### config.mk
export PLATFORM = sky130hd
export DESIGN_NAME = regfile_dumper
export DESIGN_NICKNAME = d
export VERILOG_FILES = /design/src/rtl/ec413_pkg.sv /design/src/rtl/regfile_dumper.sv
export SDC_FILE = /design/constraint.sdc
export NUM_CORES = 1
export LEC_CHECK = 0
export ABC_CLOCK_PERIOD_IN_PS = 1500
export CORE_UTILIZATION = 40
export DETAILED_ROUTE_END_ITERATION = 8
export PLACE_DENSITY = 0.76
export SYNTH_ARGS = -nofsm -noshare
export SYNTH_HDL_FRONTEND = slang
export SYNTH_SLANG_ARGS = --single-unit
### constraint.sdc
create_clock -name clock -period 1.5 [get_ports clock]
set_input_delay 0.3 -clock clock [delete_from_list [all_inputs] [get_ports clock]]
set_output_delay 0.3 -clock clock [all_outputs]
set_load 0.01 [all_outputs]
### src/rtl/ec413_pkg.sv
`default_nettype none
// +--------------------------------------------------------------------------+
// | Module      : ec413_pkg                                                  |
// | Description : Shared register-file geometry and dumper state encoding.  |
// | Revision    : 1.0 - initial release                                      |
// +--------------------------------------------------------------------------+
package ec413_pkg;

    localparam int REG_ADDR_W = 5;
    localparam int REG_DATA_W = 32;
    localparam int NUM_REGS   = 32;

    typedef logic [2:0] dump_state_t;

    localparam dump_state_t c_st_idle   = 3'd0;
    localparam dump_state_t c_st_fetch  = 3'd1;
    localparam dump_state_t c_st_drain0 = 3'd2;
    localparam dump_state_t c_st_drain1 = 3'd3;
    localparam dump_state_t c_st_done   = 3'd4;

endpackage
`default_nettype wire

### src/rtl/regfile_dumper.sv
`default_nettype none
// +--------------------------------------------------------------------------+
// | Module      : regfile_dumper                                             |
// | Description : Sweeps a register range through both read ports and       |
// |               streams one register per valid/ready beat.                |
// | Revision    : 1.0 - initial release                                      |
// +--------------------------------------------------------------------------+
module regfile_dumper
    import ec413_pkg::*;
#(
    parameter int ADDR_W    = REG_ADDR_W,
    parameter int DATA_W    = REG_DATA_W,
    parameter int FIRST_REG = 0,
    parameter int LAST_REG  = NUM_REGS - 1
) (
    input  logic              clock,
    input  logic              reset,
    input  logic              start,
    output logic              busy,
    output logic              done,
    output logic [ADDR_W-1:0] rf_read_reg1,
    output logic [ADDR_W-1:0] rf_read_reg2,
    input  logic [DATA_W-1:0] rf_read_data1,
    input  logic [DATA_W-1:0] rf_read_data2,
    output logic              out_valid,
    input  logic              out_ready,
    output logic [ADDR_W-1:0] out_reg,
    output logic [DATA_W-1:0] out_data,
    output logic              out_last
);

    localparam logic [ADDR_W-1:0] c_first = ADDR_W'(FIRST_REG);
    localparam logic [ADDR_W-1:0] c_last  = ADDR_W'(LAST_REG);

    dump_state_t       r_state;
    dump_state_t       w_state_next;
    logic [ADDR_W-1:0] r_idx;
    logic [ADDR_W-1:0] w_idx_p1;
    logic [DATA_W-1:0] r_buf0;
    logic [DATA_W-1:0] r_buf1;
    logic              w_last0;
    logic              w_last1;

    assign w_idx_p1 = r_idx + ADDR_W'(1);
    assign w_last0  = (r_idx == c_last);
    assign w_last1  = (w_idx_p1 == c_last);

    always_ff @(posedge clock) begin
        if (reset) begin
            r_state <= c_st_idle;
        end else begin
            r_state <= w_state_next;
        end
    end

    always_comb begin
        w_state_next = r_state;
        case (r_state)
            c_st_idle:   if (start) w_state_next = c_st_fetch;
            c_st_fetch:  w_state_next = c_st_drain0;
            c_st_drain0: if (out_ready) w_state_next = w_last0 ? c_st_done : c_st_drain1;
            c_st_drain1: if (out_ready) w_state_next = w_last1 ? c_st_done : c_st_fetch;
            c_st_done:   w_state_next = c_st_idle;
            default:     w_state_next = c_st_idle;
        endcase
    end

    // Both read ports are captured together; the pair is replayed from these
    // buffers however long the consumer stalls.
    always_ff @(posedge clock) begin
        if (reset) begin
            r_idx  <= c_first;
            r_buf0 <= '0;
            r_buf1 <= '0;
        end else begin
            case (r_state)
                c_st_idle: begin
                    if (start) r_idx <= c_first;
                end
                c_st_fetch: begin
                    r_buf0 <= rf_read_data1;
                    r_buf1 <= rf_read_data2;
                end
                c_st_drain1: begin
                    if (out_ready && !w_last1) r_idx <= r_idx + ADDR_W'(2);
                end
                default: begin
                end
            endcase
        end
    end

    always_comb begin
        busy         = (r_state != c_st_idle);
        done         = 1'b0;
        rf_read_reg1 = '0;
        rf_read_reg2 = '0;
        out_valid    = 1'b0;
        out_reg      = '0;
        out_data     = '0;
        out_last     = 1'b0;
        case (r_state)
            c_st_fetch: begin
                rf_read_reg1 = r_idx;
                rf_read_reg2 = w_idx_p1;
            end
            c_st_drain0: begin
                out_valid = 1'b1;
                out_reg   = r_idx;
                out_data  = r_buf0;
                out_last  = w_last0;
            end
            c_st_drain1: begin
                out_valid = 1'b1;
                out_reg   = w_idx_p1;
                out_data  = r_buf1;
                out_last  = w_last1;
            end
            c_st_done: begin
                done = 1'b1;
            end
            default: begin
            end
        endcase
    end

endmodule
`default_nettype wire

# After elaboration in Yosys (flattened, before gate mapping)
# Cells that the tools add are included.
# classes
addsub	2
eq_ne	10
muxes	16
reduce_logical	8
# ops
operator	count
32-bit one-hot mux with 2 select lines	1
5-bit 2-to-1 mux	4
5-bit one-hot mux with 2 select lines	2
3-bit 2-to-1 mux	5
3-bit one-hot mux with 4 select lines	1
5-bit equality test, second input constant	2
2-bit != test, second input constant	4
3-bit by 2-bit equality test with 1-bit output, second input constant	2
3-bit AND reduction	2
5-bit by 1-bit adder with 5-bit output, second input constant	1
5-bit by 2-bit adder with 5-bit output, second input constant	1
3-bit by 1-bit equality test with 1-bit output, second input constant	1
3-bit equality test, second input constant	1
3-bit zero test	1
3-bit nonzero test	1
1-bit 2-to-1 mux	2
1-bit one-hot mux with 2 select lines	1
2-bit nonzero test	1
2-bit OR reduction	1
1-bit logical AND	1
1-bit zero test	1
# word_totals
register_bits	72
in_bits	68
output_inout_bits	51
word_cells	40

# Depth between registers and ports, before layout
# Gate-level depths: netlist of run 1.
# depth
ltp_word	6
ltp_mapped	8
ltp_nobuf	4

# Worst setup path before layout of run 1
# Ideal clock, no wire load.
# synth_path
path_kind	reg-to-output
startpoint	reg r_state[0]
endpoint	out rf_read_reg1[2]
arrival_ns	1.344
required_time_ns	1.200
slack_ns	-0.144
path_stages_with_launch	7
path_buffers	3
cell_sequence	dfxtp_1 > buf_4 > or3b_1 > buf_2 > inv_2 > buf_2 > and2_1
# synth_between
elab_chain_cells	2
# synth_lines
item	line_no	source
start, declared	regfile_dumper.sv:35	dump_state_t r_state;
start signal, assigned	regfile_dumper.sv:50	r_state <= c_st_idle;
start signal, assigned	regfile_dumper.sv:52	r_state <= w_state_next;
3-bit by 1-bit equality test with 1-bit output	regfile_dumper.sv:102	case (r_state)
5-bit 2-to-1 mux	regfile_dumper.sv:102	
end, declared	regfile_dumper.sv:21	output logic [ADDR_W-1:0] rf_read_reg1,
# Every way passes these cells.

# Worst setup path in the final report of run 1
# layout_path
startpoint	reg r_state[0]
endpoint	out out_data[29]
# layout_between
elab_chain_cells	2
elab_cells_between_ends	3
# layout_lines
item	line_no	source
3-bit by 2-bit equality test with 1-bit output	regfile_dumper.sv:102	
32-bit one-hot mux with 2 select lines *	regfile_dumper.sv:102	
end, declared	regfile_dumper.sv:28	output logic [DATA_W-1:0] out_data,
# Mark *: on every way between the ends. The rest lies on a longest branch, timed or not.

==> reports/metrics.yaml, run 1 <==
slowest_delay_ns: 0.37
ys.flop_type: "dfxtp_1"
row_count: 32
power_density_nw_per_um2: 973
synth_top_cell_area_share: 0.445
synth_compound_area_frac: 0.122
crit_slowest_cell: "dfxtp_4"
period_minus_slack_ns: 1.81
period_share: 1.21
maxCapViolations: 0
r2r_slack_ns: -0.15
cts_tree: "done"
ys_seq_elements: 71
synthMuxAreaShare: 0.106
setup_ws_ns: -0.308
grt_start_max_net_pins: 65
leakage_nw: 2.47
regToRegStartpoint: "r_state[0]"
hold_buffers: 0
path_clk_slew_ns: 0.07
outcome: "finished with violations"
clk_path_buf_depth: 2
finalSetupViolations: 119
gr-usage-met2: 0.438
gp_congestion: 0.782
worstPathCellList: "buf_4 > buf_12 > mux2i_4 > nor2_2 > buf_2"
path_depth: 5
setup_tns_ns: -18.56
placed_cell_area_um2: 4550
yosysMostFrequentCell: "nand2_1"
wire_per_inst_um: 18.3
ios: 119
synth_commonest_cells: "nand2_1, dfxtp_1, a21oi_1, nor2_1, mux2i_1"
r2r.worst_path.cells: 5
slew_violations: 0
vias_per_cell: 5.27
worstSetupEndpointType: "output pin"
initial_core_util: 0.414
path_buf_inv: 3
cts-root-buf: "clkbuf_8"
synth_xor_area_frac: 0
holdCritStartpoint: "reset"
drtIter0Drc: 160
start_kind: "flop"
critPathKind: "flop to output pin"
h-tree-depth: 3
synthSimpleGateAreaFrac: 0.256
ant_nets: 0
worst_ep_required_time_ns: 1.20
syn_avg_cell_area_um2: 7.61
timing.rr.end: "r_idx[1]"
synthDistinctLibCells: 35
die-height_um: 91.4
n_antenna_cell: 0
holdPathStages: 3
violations: "negative setup slack"
hold_violations: 0
skew_ns: 0.00419
syn_area_um2: 3200
synth_top_family_by_area: "simple AND/OR/NAND/NOR gates"
drtPass1Iterations: 4
pre_cts_slack_ns: -0.422
critPathArrivalTime_ns: 1.51
synth_area_leaders: "dfxtp_1, nand2_1, mux2i_1, a21oi_1, nor2_1"
slew_headroom: 0.603
place_hpwl_mm: 5.78
grt_use_met1: 0.296
cts_sinks: 71
portBuffers: 117
yosysWarnings: 0
core_um2: 7730
synth.largest_area_cell: "dfxtp_1"
synth-edff-count: 0
drc: 0
grt.total_usage: 0.251
clock_latency_ns: 0.35
via_count: 3541
ir_drop_v: 0.000726
rsz0062_at_grt: "true"
dieWidth_um: 91.4
holdCritPathClass: "primary input to flop"
synthToLayoutAreaGrowth_pct: 92.4
synth-adder-area-share: 0.00783
antenna_found_initial: 0
fillers: 469
tightest_slew_ns: 0.596
synth-seq-area-share: 0.445
grt_pass1_wl_mm: 16.3
die-area_um2: 8350
crit_fanout: 7
cp_top_family: "buffers and inverters"
grt_pass1_vias: 3433
grt_util_met3: 0.0611
synthesis.instances: 420
synth-async-reset-ratio: 0
drive_above_1_share: 0.516
nNetsFinal: 636
overflow: 0
min_to: "r_state[2]"
design_area_um2: 6150
cts_made_buffers: 9
globalRoute.busiestLayer: "met2"
wl_mm: 12.3
fmax_mhz: 553
[through the flow]
| stage | cells | utilization | power (mW) | hold WS, ns |
|---|---|---|---|---|
| final | 672 | 0.796 | 5.99 | 0.272 |
| after CTS | 663 | 0.660 | 5.29 | 0.290 |
| after detailed placement | 629 | 0.589 | 3.36 | 0.446 |
| after global placement | 629 | 0.589 | 3.33 | 0.441 |
| after global routing | 672 | 0.796 | 6.22 | 0.268 |
| after floorplan | 421 | - | 2.93 | 0.387 |
[repair_timing]
item | 4_1_cts | 5_1_grt
endpoints found under the setup margin | 120 | 120
setup buffers | 12 | 7
resized for setup | 268 | 241
pin swaps | 15 | 112
hold endpoints to repair | 0 | 0
gates cloned | 7 | 7
[worst min-delay path, stage by stage]
cell and delay [ns]:
buf_2 0.12, or4_4 0.14, nor3_2 0.03
[layout make-up]
cell class | count | area (um2) | area share
Sequential cell | 71 | 1430 | 0.232
Clock inverter | 6 | 62.6 | 0.0102
Inverter | 7 | 28.8 | 0.00468
Tap cell | 102 | 128 | 0.0207
Timing Repair Buffer | 168 | 1830 | 0.297
Clock buffer | 9 | 124 | 0.0201
Multi-Input combinational cell | 309 | 2550 | 0.415
[worst max path at each step]
stage / from / end / slack (ns)
global route: r_state[0] / out_data[28] / -0.36
CTS: r_state[2] / out_data[4] / -0.31
detailed placement: r_state[2] / rf_read_reg1[1] / -0.42
global placement: r_state[0] / rf_read_reg1[4] / -0.39
finish: r_state[0] / out_data[29] / -0.31
floorplan: r_state[0] / rf_read_reg1[2] / -0.03
[registers in the layout, indices dropped and copies added (netlist names)]
register,flops
r_idx,4
r_buf0,32
r_buf1,32
r_state,3
[where the power goes]
part	total, mW	switching, mW	internal (mW)
clock	1.49	0.740	0.755
sequential	2.19	0.126	2.06
combinational	2.31	1.18	1.13
total	5.99	2.05	3.94
[cell families (layout without fill, tap and decap cells)]
logic type,Yosys count,after routing
AOI/OAI and AO/OA,75,75
adders and majority gates,2,2
buffers and inverters,41,190
DFF,71,71
muxes,34,34
other,1,2
and+or+nand+nor,196,196
[placed cells by master, fill, tap and decap left out, types with 2 or more instances in the layout]
cell type | Yosys | routed
inv_1 | 6 | 6
mux2i_1 | 34 | 18
buf_6 | 3 | 30
a21oi_1 | 66 | 9
mux2i_2 | 0 | 8
conb_1 | 1 | 2
clkbuf_8 | 0 | 9
nand2_2 | 0 | 5
nor3_1 | 3 | 2
nor2_2 | 0 | 10
nand2_1 | 128 | 71
clkinv_4 | 0 | 2
clkdlybuf4s15_2 | 0 | 3
clkinv_2 | 0 | 3
and2_4 | 0 | 3
dfxtp_2 | 0 | 3
a21oi_2 | 0 | 57
buf_16 | 0 | 3
and2_1 | 5 | 2
clkbuf_16 | 0 | 7
buf_4 | 3 | 20
buf_2 | 8 | 25
mux2i_4 | 0 | 8
nand3b_1 | 2 | 2
nor2_1 | 42 | 12
o211ai_1 | 5 | 5
nand4_1 | 3 | 3
buf_8 | 0 | 4
nand2_4 | 0 | 52
dfxtp_1 | 71 | 67
nor2_4 | 0 | 20
clkdlybuf4s50_1 | 0 | 66
buf_12 | 0 | 10
[routing by layer]
| layer | vias up | share of wire |
|---|---|---|
| met5 | - | 0 |
| met4 | 0 | 0.017 |
| met3 | 19 | 0.064 |
| met2 | 138 | 0.53 |
| met1 | 1707 | 0.39 |
| li1 | 1677 | - |
Power figures use the tool's default switching activity.
==> run 2, diff against run 1 <==
Settings changed: CORE_ASPECT_RATIO from default to 1.2, CORE_MARGIN from default to 2, CTS_CLUSTER_DIAMETER from default to 50.
==> reports/metrics.yaml, run 2 (synthesized netlist as in run 1, its figures left out) <==
cp_top_family: "simple AND/OR/NAND/NOR gates"
outcome: "finished with violations"
die-area_um2: 8730  # +4.5%
ant_nets: 0  # unchanged
h-tree-depth: 3  # unchanged
row_count: 35  # +9.4%
violations: "negative setup slack"
period_minus_slack_ns: 1.81  # +0.00495 ns
holdPathStages: 3  # unchanged
drtIter0Drc: 119  # -26%
slowest_delay_ns: 0.44  # +0.07 ns
path_buf_inv: 2  # -1
fin_hold_ws_ns: 0.322  # +0.0500 ns
worstPathCellList: "or3b_4 > buf_12 > nor2_2 > buf_2"
overflow: 0  # unchanged
dieWidth_um: 85.6  # -6.3%
worstSetupEndpointType: "output pin"
antenna_found_initial: 0  # unchanged
period_share: 1.21  # +0.00330
start_kind: "flop"
hold_violations: 0  # unchanged
gp_congestion: 0.779  # -0.45%
die-height_um: 102  # +12%
setup_ws_ns: -0.313  # -0.00495 ns
setup_tns_ns: -11.08  # +7.48 ns
skew_ns: 0.0120  # +0.00781 ns
path_clk_slew_ns: 0.08  # about the same
drive_above_1_share: 0.332  # -0.184
fmax_mhz: 552  # -0.27%
rsz0062_at_grt: "true"
r2r.worst_path.cells: 6  # +1
grt.total_usage: 0.200  # -0.0515
vias_per_cell: 5.15  # -2.3%
clock_latency_ns: 0.35  # about the same
critPathArrivalTime_ns: 1.51  # about the same
worst_ep_required_time_ns: 1.20  # about the same
cts-root-buf: "clkbuf_8"
r2r_slack_ns: -0.23  # -0.08 ns
timing.rr.end: "r_idx[4]"
clk_path_buf_depth: 2  # unchanged
n_antenna_cell: 0  # unchanged
holdCritStartpoint: "reset"
cts_sinks: 71  # unchanged
crit_fanout: 6  # -1
regToRegStartpoint: "r_state[0]"
place_hpwl_mm: 5.83  # +0.93%
wire_per_inst_um: 15.1  # -18%
holdCritPathClass: "primary input to flop"
maxCapViolations: 0  # unchanged
finalSetupViolations: 56  # -53%
drc: 0  # unchanged
slew_violations: 0  # unchanged
drtPass1Iterations: 7  # +3
leakage_nw: 2.01  # -19%
cts_made_buffers: 9  # unchanged
ios: 119  # unchanged
reg_top3: "r_buf0: 32 flops, r_buf1: 32 flops, r_idx: 4 flops"
cts_tree: "done"
total_power_mw: 5.38  # -10%
portBuffers: 117  # unchanged
grt_start_max_net_pins: 65  # unchanged
power_density_nw_per_um2: 1010  # +3.5%
ir_drop_v: 0.000712  # -2.0%
grt_pass1_vias: 3109  # -9.4%
grt_pass1_wl_mm: 14.0  # -14%
via_count: 3377  # -4.6%
initial_core_util: 0.415  # +0.00107
pre_cts_slack_ns: -0.439  # -0.0178 ns
core_um2: 7710  # -0.26%
layout_commonest_cell: "nand2_1"
min_to: "r_state[2]"
nNetsFinal: 629  # -1.1%
critPathKind: "flop to output pin"
wl_mm: 9.88  # -20%
synthToLayoutAreaGrowth_pct: 66.9
layout_common_cells: "nand2_1, dfxtp_1, clkdlybuf4s50_1"
hold_buffers: 0  # unchanged
crit_slowest_cell: "or3b_4"
[run 2: changes by cell type in the layout (fill, tap and decap cells not counted), sizes merged]
cell | previous run | this run
buf | 92 | 89
clkdlybuf4s15 | 3 | 0
clkinv | 5 | 2
clkbuf | 16 | 17
clkinvlp | 0 | 1
nand2b | 1 | 2
[run 2: worst max-delay path by stage]
stage / startpoint / cells after the start / endpoint / slack (ns)
after floorplan: r_state[0] / 6 / rf_read_reg1[2] / -0.03
after global placement: r_state[2] / 5 / out_data[16] / -0.42
after detailed placement: r_state[2] / 5 / out_data[11] / -0.44
after CTS: r_state[0] / 5 / busy / -0.34
after global routing: r_state[0] / 4 / rf_read_reg2[1] / -0.36
final: r_state[0] / 4 / rf_read_reg2[1] / -0.31
[run 2: final cells by class]
type | instances | area [um2]
Clock inverter | 4 | 55.1
Timing Repair Buffer | 160 | 1590
Multi-Input combinational cell | 310 | 1970
Tap cell | 92 | 115
Sequential cell | 71 | 1430
Inverter | 7 | 33.8
Clock buffer | 12 | 145
Fill cell | 619 | 2370
[run 2: where the power goes]
| part | switching, mW | total [mW] | internal [mW] |
|---|---|---|---|
| Sequential | 0.105 | 2.16 | 2.06 |
| Combinational | 0.819 | 1.68 | 0.856 |
| Clock | 0.715 | 1.54 | 0.821 |
| Total | 1.64 | 5.38 | 3.74 |
[run 2: stage by stage]
stage	cell area, um2	instances	util
after global placement	4600	623	0.596
after global routing	5340	656	0.692
final	5340	656	0.692
after detailed placement	4600	623	0.596
after floorplan	3270	421	-
after CTS	4910	648	0.638
[run 2: repair_timing]
item / 4_1_cts / 5_1_grt
setup endpoints to repair: 119 / 98
setup buffers: 7 / 6
pin swaps: 12 / 8
gates resized for setup: 222 / 112
gates cloned: 2 / 5
[run 2: worst register-to-register path, stage by stage, from the launching register on]
cell	delay, ns
dfxtp_2	0.34
buf_12	0.15
buf_12	0.13
buf_8	0.12
or4b_4	0.53
o211ai_1	0.18
o211ai_1	0.15
[run 2: layer usage]
layer,vias up,global-route usage,part of all wire
met2,104,0.355,0.52
met1,1595,0.233,0.42
met5,-,0,0
li1,1658,-,-
met4,0,0.0708,0.023
met3,20,0.0493,0.037
